`config.mk`:
```
export PLATFORM = sky130hd
export DESIGN_NAME = regfile_wb_arbiter
export DESIGN_NICKNAME = d
export VERILOG_FILES = /design/src/rtl/rf_ctrl_pkg.sv /design/src/rtl/rr_arbiter.sv /design/src/rtl/regfile_wb_arbiter.sv
export SDC_FILE = /design/constraint.sdc
export NUM_CORES = 1
export LEC_CHECK = 0
export CORE_ASPECT_RATIO = 1.5
export CORE_UTILIZATION = 44
export DETAILED_ROUTE_END_ITERATION = 16
export PLACE_DENSITY_LB_ADDON = 0.1
export SYNTH_ARGS = -nofsm -noshare
export SYNTH_HDL_FRONTEND = slang
export SYNTH_SLANG_ARGS = --single-unit
```
`constraint.sdc`:
```
create_clock -name clk -period 7.8 [get_ports clk]
set_clock_uncertainty 0.05 [all_clocks]
set_input_delay 1.56 -clock clk [delete_from_list [all_inputs] [get_ports clk]]
set_output_delay 1.56 -clock clk [all_outputs]
set_load 0.1 [all_outputs]
```
`src/rtl/rf_ctrl_pkg.sv`:
```
// Shared constants and helpers for the register-file write-back controller.
package rf_ctrl_pkg;

    localparam int REG_ADDR_W   = 5;
    localparam int NUM_REGS     = 32;
    localparam int XLEN_DEFAULT = 32;

    // Widest flattened bus the slice helper handles: 8 requesters of up to 64 bits.
    localparam int MAX_REQ = 8;
    localparam int MAX_W   = 64;
    localparam int BUS_W   = MAX_REQ * MAX_W;

    // Extract field idx of width bits from a flattened per-requester bus.
    function automatic logic [MAX_W-1:0] slice_bus(input logic [BUS_W-1:0] bus,
                                                   input int width,
                                                   input int idx);
        logic [BUS_W-1:0] shifted;
        logic [MAX_W-1:0] mask;
        shifted = bus >> (width * idx);
        mask    = (width >= MAX_W) ? {MAX_W{1'b1}} : ((MAX_W'(1) << width) - MAX_W'(1));
        return shifted[MAX_W-1:0] & mask;
    endfunction

endpackage

```
`src/rtl/rr_arbiter.sv`:
```
// Round-robin arbiter: rotating-priority select starting at ptr_reg, pointer
// advances past the winner whenever a grant is issued.
module rr_arbiter
    import rf_ctrl_pkg::*;
#(
    parameter int N = 3,
    localparam int IDX_W = $clog2(N)
) (
    input  logic             clk,
    input  logic             rst,
    input  logic [N-1:0]     req,
    output logic [N-1:0]     grant,
    output logic [IDX_W-1:0] grant_id
);

    logic [IDX_W-1:0] ptr_reg;
    logic [IDX_W-1:0] ptr_next;
    logic             found;
    int               idx;
    int               win;

    // Search ptr, ptr+1, ... modulo N for the first valid request.
    always_comb begin
        grant    = '0;
        grant_id = '0;
        found    = 1'b0;
        idx      = 0;
        win      = 0;
        for (int k = 0; k < N; k++) begin
            idx = (int'(ptr_reg) + k) % N;
            if (!found && req[idx]) begin
                found = 1'b1;
                win   = idx;
            end
        end
        // No grant may be visible while reset is asserted.
        if (rst) begin
            found = 1'b0;
        end
        if (found) begin
            grant[win] = 1'b1;
            grant_id   = IDX_W'(win);
        end
        ptr_next = found ? IDX_W'((win + 1) % N) : ptr_reg;
    end

    // Pointer register; a grant is always a handshake since it implies valid.
    always_ff @(posedge clk or posedge rst) begin
        if (rst) begin
            ptr_reg <= '0;
        end else begin
            ptr_reg <= ptr_next;
        end
    end

endmodule

```
`src/rtl/regfile_wb_arbiter.sv`:
```
// Write-back arbiter for the register file: round-robin grant among requesters,
// registered write port with x0 suppression, and a busy scoreboard for issue.
module regfile_wb_arbiter
    import rf_ctrl_pkg::*;
#(
    parameter int NREQ = 3,
    parameter int XLEN = XLEN_DEFAULT,
    localparam int ID_W = $clog2(NREQ)
) (
    input  logic                       clk,
    input  logic                       rst,
    input  logic [NREQ-1:0]            req_valid,
    output logic [NREQ-1:0]            req_ready,
    input  logic [REG_ADDR_W*NREQ-1:0] req_addr,
    input  logic [XLEN*NREQ-1:0]       req_data,
    output logic                       rf_we,
    output logic [REG_ADDR_W-1:0]      rf_wr,
    output logic [XLEN-1:0]            rf_wd,
    input  logic                       alloc_valid,
    input  logic [REG_ADDR_W-1:0]      alloc_addr,
    output logic [NUM_REGS-1:0]        busy,
    output logic [ID_W-1:0]            grant_id
);

    logic [NREQ-1:0]       grant;
    logic [ID_W-1:0]       gid;
    logic                  hs;
    logic [BUS_W-1:0]      addr_ext;
    logic [BUS_W-1:0]      data_ext;
    logic [REG_ADDR_W-1:0] sel_addr;
    logic [XLEN-1:0]       sel_data;

    logic                  rf_we_reg;
    logic [REG_ADDR_W-1:0] rf_wr_reg;
    logic [XLEN-1:0]       rf_wd_reg;
    logic [NUM_REGS-1:0]   busy_reg;
    logic [NUM_REGS-1:0]   busy_next;

    rr_arbiter #(.N(NREQ)) u_arb (
        .clk      (clk),
        .rst      (rst),
        .req      (req_valid),
        .grant    (grant),
        .grant_id (gid)
    );

    assign req_ready = grant;
    assign grant_id  = gid;
    assign hs        = |grant;

    assign addr_ext = BUS_W'(req_addr);
    assign data_ext = BUS_W'(req_data);

    // Mux the granted requester's destination and data onto the write path.
    always_comb begin
        sel_addr = REG_ADDR_W'(slice_bus(addr_ext, REG_ADDR_W, int'(gid)));
        sel_data = XLEN'(slice_bus(data_ext, XLEN, int'(gid)));
    end

    // Registered write port; x0 writes are consumed but never reach the file.
    always_ff @(posedge clk or posedge rst) begin
        if (rst) begin
            rf_we_reg <= 1'b0;
            rf_wr_reg <= '0;
            rf_wd_reg <= '0;
        end else begin
            rf_we_reg <= hs && (sel_addr != '0);
            if (hs && (sel_addr != '0)) begin
                rf_wr_reg <= sel_addr;
                rf_wd_reg <= sel_data;
            end
        end
    end

    // Per-bit scoreboard update: a fresh allocation beats a same-edge commit.
    genvar gi;
    generate
        for (gi = 0; gi < NUM_REGS; gi++) begin : g_busy
            if (gi == 0) begin : g_x0
                assign busy_next[gi] = 1'b0;
            end else begin : g_rn
                assign busy_next[gi] =
                    (alloc_valid && (alloc_addr == REG_ADDR_W'(gi))) ? 1'b1 :
                    (rf_we_reg && (rf_wr_reg == REG_ADDR_W'(gi)))    ? 1'b0 :
                    busy_reg[gi];
            end
        end
    endgenerate

    // Scoreboard state register.
    always_ff @(posedge clk or posedge rst) begin
        if (rst) begin
            busy_reg <= '0;
        end else begin
            busy_reg <= busy_next;
        end
    end

    assign rf_we = rf_we_reg;
    assign rf_wr = rf_wr_reg;
    assign rf_wd = rf_wd_reg;
    assign busy  = busy_reg;

endmodule

```
After elaboration in Yosys (flattened, before gate mapping). Cells that the tools add are included.

Flip-flop bits (word level): 71. Bits in latches: 0. Memory bits (writable): 0. Bits in read-only memories: 0. Bits of input ports: 122. Output and inout bits: 75. Word-level logic and storage cells: 295. Memories kept: 0.

Add/subtract/negate cells: 3. $mul: 1. Div/mod/pow operators: 4. $lt $le $gt $ge: 5. Equality and inequality tests: 62. Shift operators: 2. Mux-type cells: 82. Bitwise operators: 0. Reduce and logical (&&, ||, !) cells: 101.

Operator list (number): $eq 5x5->1 const B (32); $lt 32x4->1 const B (4); $mod 32x3->32 const B (3); $mux 32 (3); $shr 96x7->32 (1); $eq 5x4->1 const B (16); $mux 1 (73); $logic_and 1x1->1 (66); $reduce_bool 2->1 (31); $eq 5x3->1 const B (8); $add 32x2->32 const B (1); $ge 32x1->1 const B (1); $mod 3x3->32 const B (1); $eq 5x2->1 const B (4); $shr 15x5->5 (1); $eq 5x1->1 const B (2); $bmux 1 s2 (3); $mul 3x2->5 const A (1); $reduce_bool 5->1 (1); $add 2x1->3 const B (1); $add 2x2->3 const B (1); $mux 3 (1); $reduce_or 3->1 (1); $demux 1 s2 (1); other kinds (2) (3).

Longest topological paths before layout. Gate-level depths: netlist of run 1.

Word-level depth: 18. Depth in mapped cells: 29. Mapped depth without buffers: 27.

Hierarchy. From an unflattened synthesis of run 1, not the netlist that was laid out.

Cell total of the unflattened synthesis: 533. Area total of the unflattened synthesis: 5112.4 um2.

By module, submodules not included: regfile_wb_arbiter (times used 1, cells an instance 341, area each 3636.0 um2, sequential area each 1726.7 um2); rr_arbiter (times used 1, cells an instance 192, area each 1476.4 um2, sequential area each 50.0 um2).

Worst setup path before layout of run 1. No wires, ideal clock.

Path kind: input to output. Start point: in rst. End point: out grant_id[0]. Data arrival time: 5.302 ns. Data required time: 6.190 ns. Setup slack: 0.888 ns. Cell stages on the path: 5. Path buffers: 2. Cells stage by stage: inv_1 o21ai_0 nor2_1 buf_2 buf_1.

Cells in the longest elaborated chain, start to end: 2.

RTL lines: start: declaration (line regfile_wb_arbiter.sv:11) `input logic rst,`; $mux 1 (line rr_arbiter.sv:37) `if (rst) begin`; $mux 2 (line rr_arbiter.sv:40) `if (found) begin`; end: declaration (line regfile_wb_arbiter.sv:22) `output logic [ID_W-1:0] grant_id`.

No other way between the ends.

Final worst setup path of run 1.
Start point: in req_valid[1]. End point: reg u_arb.ptr_reg[0].

Cells in the longest elaborated chain, start to end: 12. Elaborated cells between the ends (all ways): 22. Classes of those cells: 1 x add/sub; 1 x div; 16 x mux; 4 x reduce/logical.

RTL lines: start: declaration (line regfile_wb_arbiter.sv:12) `input logic [NREQ-1:0] req_valid,`; $bmux 1 s2 (line rr_arbiter.sv:31) `if (!found && req[idx]) begin`; $mux 1 (not written as such) (2 in a row) (line rr_arbiter.sv:31); $mux 1 (line rr_arbiter.sv:31); $logic_not 1->1 (line rr_arbiter.sv:31); $logic_and 1x1->1 (line rr_arbiter.sv:31); $mux 1 (line rr_arbiter.sv:31); $logic_not 1->1 (line rr_arbiter.sv:31); $logic_and 1x1->1 (line rr_arbiter.sv:31); $mux 32 (line rr_arbiter.sv:31); $add 32x2->32 (line rr_arbiter.sv:44) `ptr_next = found ? IDX_W'((win + 1) % N) : ptr_reg;`; $mod 32x3->32 (line rr_arbiter.sv:44); end signal: assignment (line rr_arbiter.sv:52) `ptr_reg <= ptr_next;`; end: declaration (line rr_arbiter.sv:16) `logic [IDX_W-1:0] ptr_reg;`.

Parallel ways exist; a longest one is shown, timed or not. The select of a mux whose other input is x is not followed. A chain may end at the register's enable or synchronous reset.

==> flow_summary.yaml, run 1 <==
placement:
  place_congestion: 0.9230
  post-dp-hpwl_um: 13160
  portBuffers: 195
grt:
  grt_pass1_vias: 5006
  grt_pass1_wl_um: 25640
  grt_overflow: 0
  grt_max_degree: 75
  grt_usage_pct: 28.65
  antenna_found_initial: 0
hold_path:
  hold_class: "reg2reg"
floorplan:
  num_rows: 46
  die_h_um: 131.3
  core_um2: 10710
  dieArea_um2: 11580
  die-width_um: 88.22
  start_util_pct: 45.83
  ios: 197
clocking:
  numClockSinks: 71
  htree_levels: 3
  clk-insertion-delay-late_ps: 330
  numCtsBuffers: 9
  cts.reportedPaths.clkPinSlew_ps: 60
  cts_tree: "done"
  ctsHoldBuffers: 0
  clk_path_buf_depth: 2
  root_buffer: "clkbuf_16"
sta:
  period_needed_ps: 7233
  rsz0062_at_grt: "false"
  drv_slew: 0
  finalSetupViolations: 0
  slew_headroom_pct: 22.10
  fmax_ghz: 0.1382
  finalHoldViolations: 0
  tightest_slew_ps: 1166
  finalCritPeriodShare_pct: 92.74
  fin_setup_tns_ps: 0
run:
  drv_cap: 0
synthesis:
  syn_area_per_cell_um2: 9.119
  synth_ff_type: "dfrtp_1"
  syn_nets: 678
  async_flop_share_pct: 100.0
  synth_edf_count: 0
  netlist_instances: 538
  synth.ff_latch_count: 71
  ys_types: 61
  ys_seq_area_share_pct: 36.22
  synth_warnings: 0
  synthesis.area_um2: 4906
routing:
  drt-wirelength-per-cell_um: 18.85
  ant_nets: 0
  dr.pass1.iters: 5
  finalWirelength_um: 16500
  vias: 5008
  drc_errors: 0
  drtIter0Drc: 254
  vias_per_cell: 5.723
setup_path:
  crit_fanout: 7
  cpPeakStageDelay_ps: 570
  required_ps: 8000
  worstSetupEndpointType: "register"
  crit_arrival_ps: 7440
  worst-setup-path-type: "in2reg"
  critPathLaunchType: "input pin"
  cpMaxStageDelayCell: "clkdlybuf4s50_1"
layout:
  fin_nets: 866
  seqCellArea_um2: 1777
  areaGrowthSynthToFinish_pct: 48.58
  largest_reg_flops: 32
  drive_gt1_share_pct: 11.08
  fillers: 911
  diodes: 0
  multiInputGateArea_um2: 2985
status:
  status: "finished, final reports clean"
==> final cells by class <==
class / instances / area share, %
sequential: 71 / 24.37
clock buffer: 11 / 3.467
inverter: 20 / 1.030
multi-input combinational: 423 / 40.95
tap: 144 / 2.472
timing repair buffer: 201 / 27.26
clock inverter: 5 / 0.4463
==> placed cells by master, fill, tap and decap left out, types with 6 or more instances in the layout <==
| cell | netlist | final |
|---|---|---|
| a21oi_1 | 43 | 43 |
| and2_1 | 6 | 6 |
| buf_4 | 1 | 10 |
| clkbuf_16 | 0 | 9 |
| clkdlybuf4s50_1 | 0 | 191 |
| dfrtp_1 | 71 | 71 |
| ha_1 | 18 | 18 |
| inv_1 | 20 | 19 |
| mux2_2 | 36 | 36 |
| mux2i_1 | 44 | 43 |
| nand2_1 | 19 | 18 |
| nand2b_1 | 12 | 12 |
| nand3_1 | 12 | 12 |
| nor2_1 | 56 | 55 |
| nor3_1 | 6 | 6 |
| o21a_1 | 6 | 6 |
| o21ai_0 | 75 | 75 |
| or3_1 | 6 | 6 |
| xnor2_1 | 10 | 9 |
==> stage by stage <==
stage | utilization, % | std cells | hold WS, ps | setup slack (ps) | area [um^2]
after floorplan | - | 538 | 552.4 | 888.4 | 4906
after global placement | 65.30 | 859 | 438.8 | 448.9 | 6990
after detailed placement | 65.30 | 859 | 445.3 | 172.1 | 6990
after CTS | 67.96 | 875 | 457.5 | 505.9 | 7276
after global routing | 68.09 | 875 | 469.9 | 49.32 | 7289
final | 68.09 | 875 | 454.2 | 566.6 | 7289
==> logic make-up after synthesis <==
kind of cell	after synthesis	share of synthesized area, %
other	1	0.07644
xor gates and xnor gates	11	2.117
buffers and inverters	44	3.647
AOI/OAI and AO/OA	168	21.09
and+or+nand+nor	143	14.41
DFF	71	36.22
muxes	82	17.85
adders and majority gates	18	4.591
==> layer usage <==
metal | global-route usage, % | vias to the layer above | wire [um]
li1 | - | 2336 | -
met1 | 31.54 | 2425 | 6048
met2 | 52.39 | 202 | 8692
met3 | 5.465 | 45 | 1178
met4 | 10.93 | 0 | 577
met5 | 0 | - | 0
==> critical path: cells and delay by family <==
kind | cells | cell delay, ps
AOI/OAI and AO/OA | 8 | 1660
xor gates and xnor gates | 3 | 450
adders and majority gates | 4 | 910
buffers and inverters | 5 | 1020
muxes | 1 | 380
and+or+nand+nor | 5 | 1450
==> final timing paths <==
| check | cells after the start | startpoint | to | slack [ps] |
|---|---|---|---|---|
| hold / removal | 1 | rf_wd[29] | rf_wd[29] | 450 |
| max in group asynchronous | 3 | rst | busy[12] | 5310 |
| hold reg to reg | 1 | rf_wd[29] | rf_wd[29] | 450 |
| setup reg to reg | 27 | u_arb.ptr_reg[1] | u_arb.ptr_reg[0] | 1070 |
| setup / recovery | 26 | req_valid[1] | u_arb.ptr_reg[0] | 570 |
| min in group asynchronous | 3 | rst | u_arb.ptr_reg[1] | 1830 |
==> synth_stat cells (10+ instances only) <==
cell / number / area share (%)
mux2i_1: 44 / 9.0
xnor2_1: 10 / 1.8
o21ai_0: 75 / 7.7
a21oi_1: 43 / 4.4
inv_1: 20 / 1.5
ha_1: 18 / 4.6
mux2_2: 36 / 8.3
nand3_1: 12 / 1.2
nand2_1: 19 / 1.5
dfrtp_1: 71 / 36
nor2_1: 56 / 4.3
nand2b_1: 12 / 1.5
clkbuf_1: 14 / 1.1
==> repair_timing <==
action / CTS / global route
setup buffers: 0 / 0
setup endpoints to repair: 0 / 1
endpoints found under the hold margin: 0 / 0
resized for setup: 0 / 3
Power of run 1 is left out: the tool's default activity adds up to more than one toggle a clock period on the data nets, which glitch-free logic cannot reach.
==> run 2, diff against run 1 <==
--- a/config.mk
+++ b/config.mk
@@ -5,9 +5,11 @@
 export SDC_FILE = /design/constraint.sdc
 export NUM_CORES = 1
 export LEC_CHECK = 0
+export CAP_MARGIN = 30
 export CORE_ASPECT_RATIO = 1.5
 export CORE_UTILIZATION = 44
 export DETAILED_ROUTE_END_ITERATION = 16
+export GPL_ROUTABILITY_DRIVEN = 0
 export PLACE_DENSITY_LB_ADDON = 0.1
 export SYNTH_ARGS = -nofsm -noshare
 export SYNTH_HDL_FRONTEND = slang
==> run 2 against run 1 <==
Net effect:
- final cell count grew 0.46%
- routed wire length shrank 1.1%
- worst setup slack lost 110 ps
- critical endpoint unchanged
- first-iteration DRC count shrank 8.7%
- register-to-register slack lost 120 ps
- worst hold slack is essentially flat
- flip-flop and latch count is the same
- non-clock buffer count grew 3
==> flow_summary.yaml, run 2 (synthesis gave the netlist of run 1 again) <==
setup_path:
  crit_top_cell: "inv_1"
  crit_fanout: 12
  crit_arrival_ps: 7540
  crit_family: "compound AO/OA/AOI/OAI gates"
  critPathBufInv: 5
  crit_start: "req_valid[1]"
  r2r-start: "u_arb.ptr_reg[1]"
  required_ps: 8000
  worstSetupEndpointType: "register"
  worst-setup-path-type: "in2reg"
  cpMaxStageDelayCell: "clkdlybuf4s50_1"
  critPathLaunchType: "input pin"
  cpPeakStageDelay_ps: 560
layout:
  fin_nets: 869
  multiInputGateArea_um2: 3005
  final_common_cell: "clkdlybuf4s50_1"
  final_cell_mix: "191 x clkdlybuf4s50_1, 75 x o21ai_0, 71 x dfrtp_1"
  areaGrowthSynthToFinish_pct: 51.90
  final_util_pct: 69.61
  drive_gt1_share_pct: 11.85
  fillers: 860
  seqCellArea_um2: 1777
  largest_reg_flops: 32
floorplan:
  core_um2: 10710
  num_rows: 46
  dieArea_um2: 11580
  die-width_um: 88.22
  ios: 197
  die_h_um: 131.3
  start_util_pct: 45.83
clocking:
  cts.reportedPaths.clkPinSlew_ps: 50
  numCtsBuffers: 9
  clk-insertion-delay-late_ps: 330
  clk_path_buf_depth: 2
  root_buffer: "clkbuf_16"
  numClockSinks: 71
  cts_tree: "done"
  htree_levels: 3
  ctsHoldBuffers: 0
sta:
  period_needed_ps: 7341
  tightest_slew_ps: 1044
  drv_slew: 0
  setup_ws_ps: 459.4
  fmax_ghz: 0.1362
  finalSetupViolations: 0
  finalHoldViolations: 0
  slew_headroom_pct: 30.18
  fin_setup_tns_ps: 0
  finalCritPeriodShare_pct: 94.11
routing:
  finalWirelength_um: 16310
  drc_errors: 0
  drtIter0Drc: 232
  drt-wirelength-per-cell_um: 18.55
  vias_per_cell: 5.737
  vias: 5043
  ant_nets: 0
  dr.pass1.iters: 4
grt:
  grt_pass1_wl_um: 25490
  grt_overflow: 0
  antenna_found_initial: 1
  grt_usage_pct: 28.45
  grt_max_degree: 75
  grt_pass1_vias: 5024
status:
  status: "finished, final reports clean"
placement:
  dp_slack_ps: -98.86
  post-dp-hpwl_um: 12870
  portBuffers: 195
run:
  drv_cap: 0
hold_path:
  hold_class: "reg2reg"
  hold_path.startpoint: "rf_wd[20]"
[run 2: path summary, 6_finish.rpt]
kind                                     to  slack (ps)  cells after the start
max                        u_arb.ptr_reg[0]         460                     26
min in group asynchronous         rf_wd[31]        1810                      3
min reg2reg                       rf_wd[20]         450                      1
max in group asynchronous         rf_wd[12]        5340                      3
max reg2reg                u_arb.ptr_reg[0]         950                     27
min                               rf_wd[20]         450                      1
[run 2: timing repair]
action                                 in CTS  in global routing
setup endpoints to repair                   0                  2
gates resized for setup                     0                  7
endpoints found under the hold margin       0                  0
setup buffers                               0                  0
[run 2: metrics by stage]
step                hold slack (ps)  area, um^2  instances
CTS                           456.1        7416        878
global placement              438.6        6983        858
finish                        453.8        7452        879
global route                  471.1        7452        879
detailed placement            444.0        7093        862
floorplan                     552.4        4906        538
[run 2: cell type report]
| cell class | instances | area share (%) |
|---|---|---|
| clock buffers | 10 | 3.207 |
| inverters | 20 | 1.007 |
| well taps | 144 | 2.418 |
| diodes | 1 | 0.03358 |
| multi-input cells | 423 | 40.33 |
| clock inverters | 6 | 1.125 |
| flip-flops and latches | 71 | 23.84 |
| repair buffers | 204 | 28.04 |
[run 2: routing by layer]
metal  GRT usage (%)  up-vias  part of all wire (%)  routed length, um
li1                -     2344                     -                  -
met1           31.36     2425                    37               6096
met2           50.17      229                    51               8343
met3           6.533       45                   7.3               1189
met4           13.08        0                   4.2                680
met5               0        -                     0                  0
Power of run 2 is left out for the same reason.
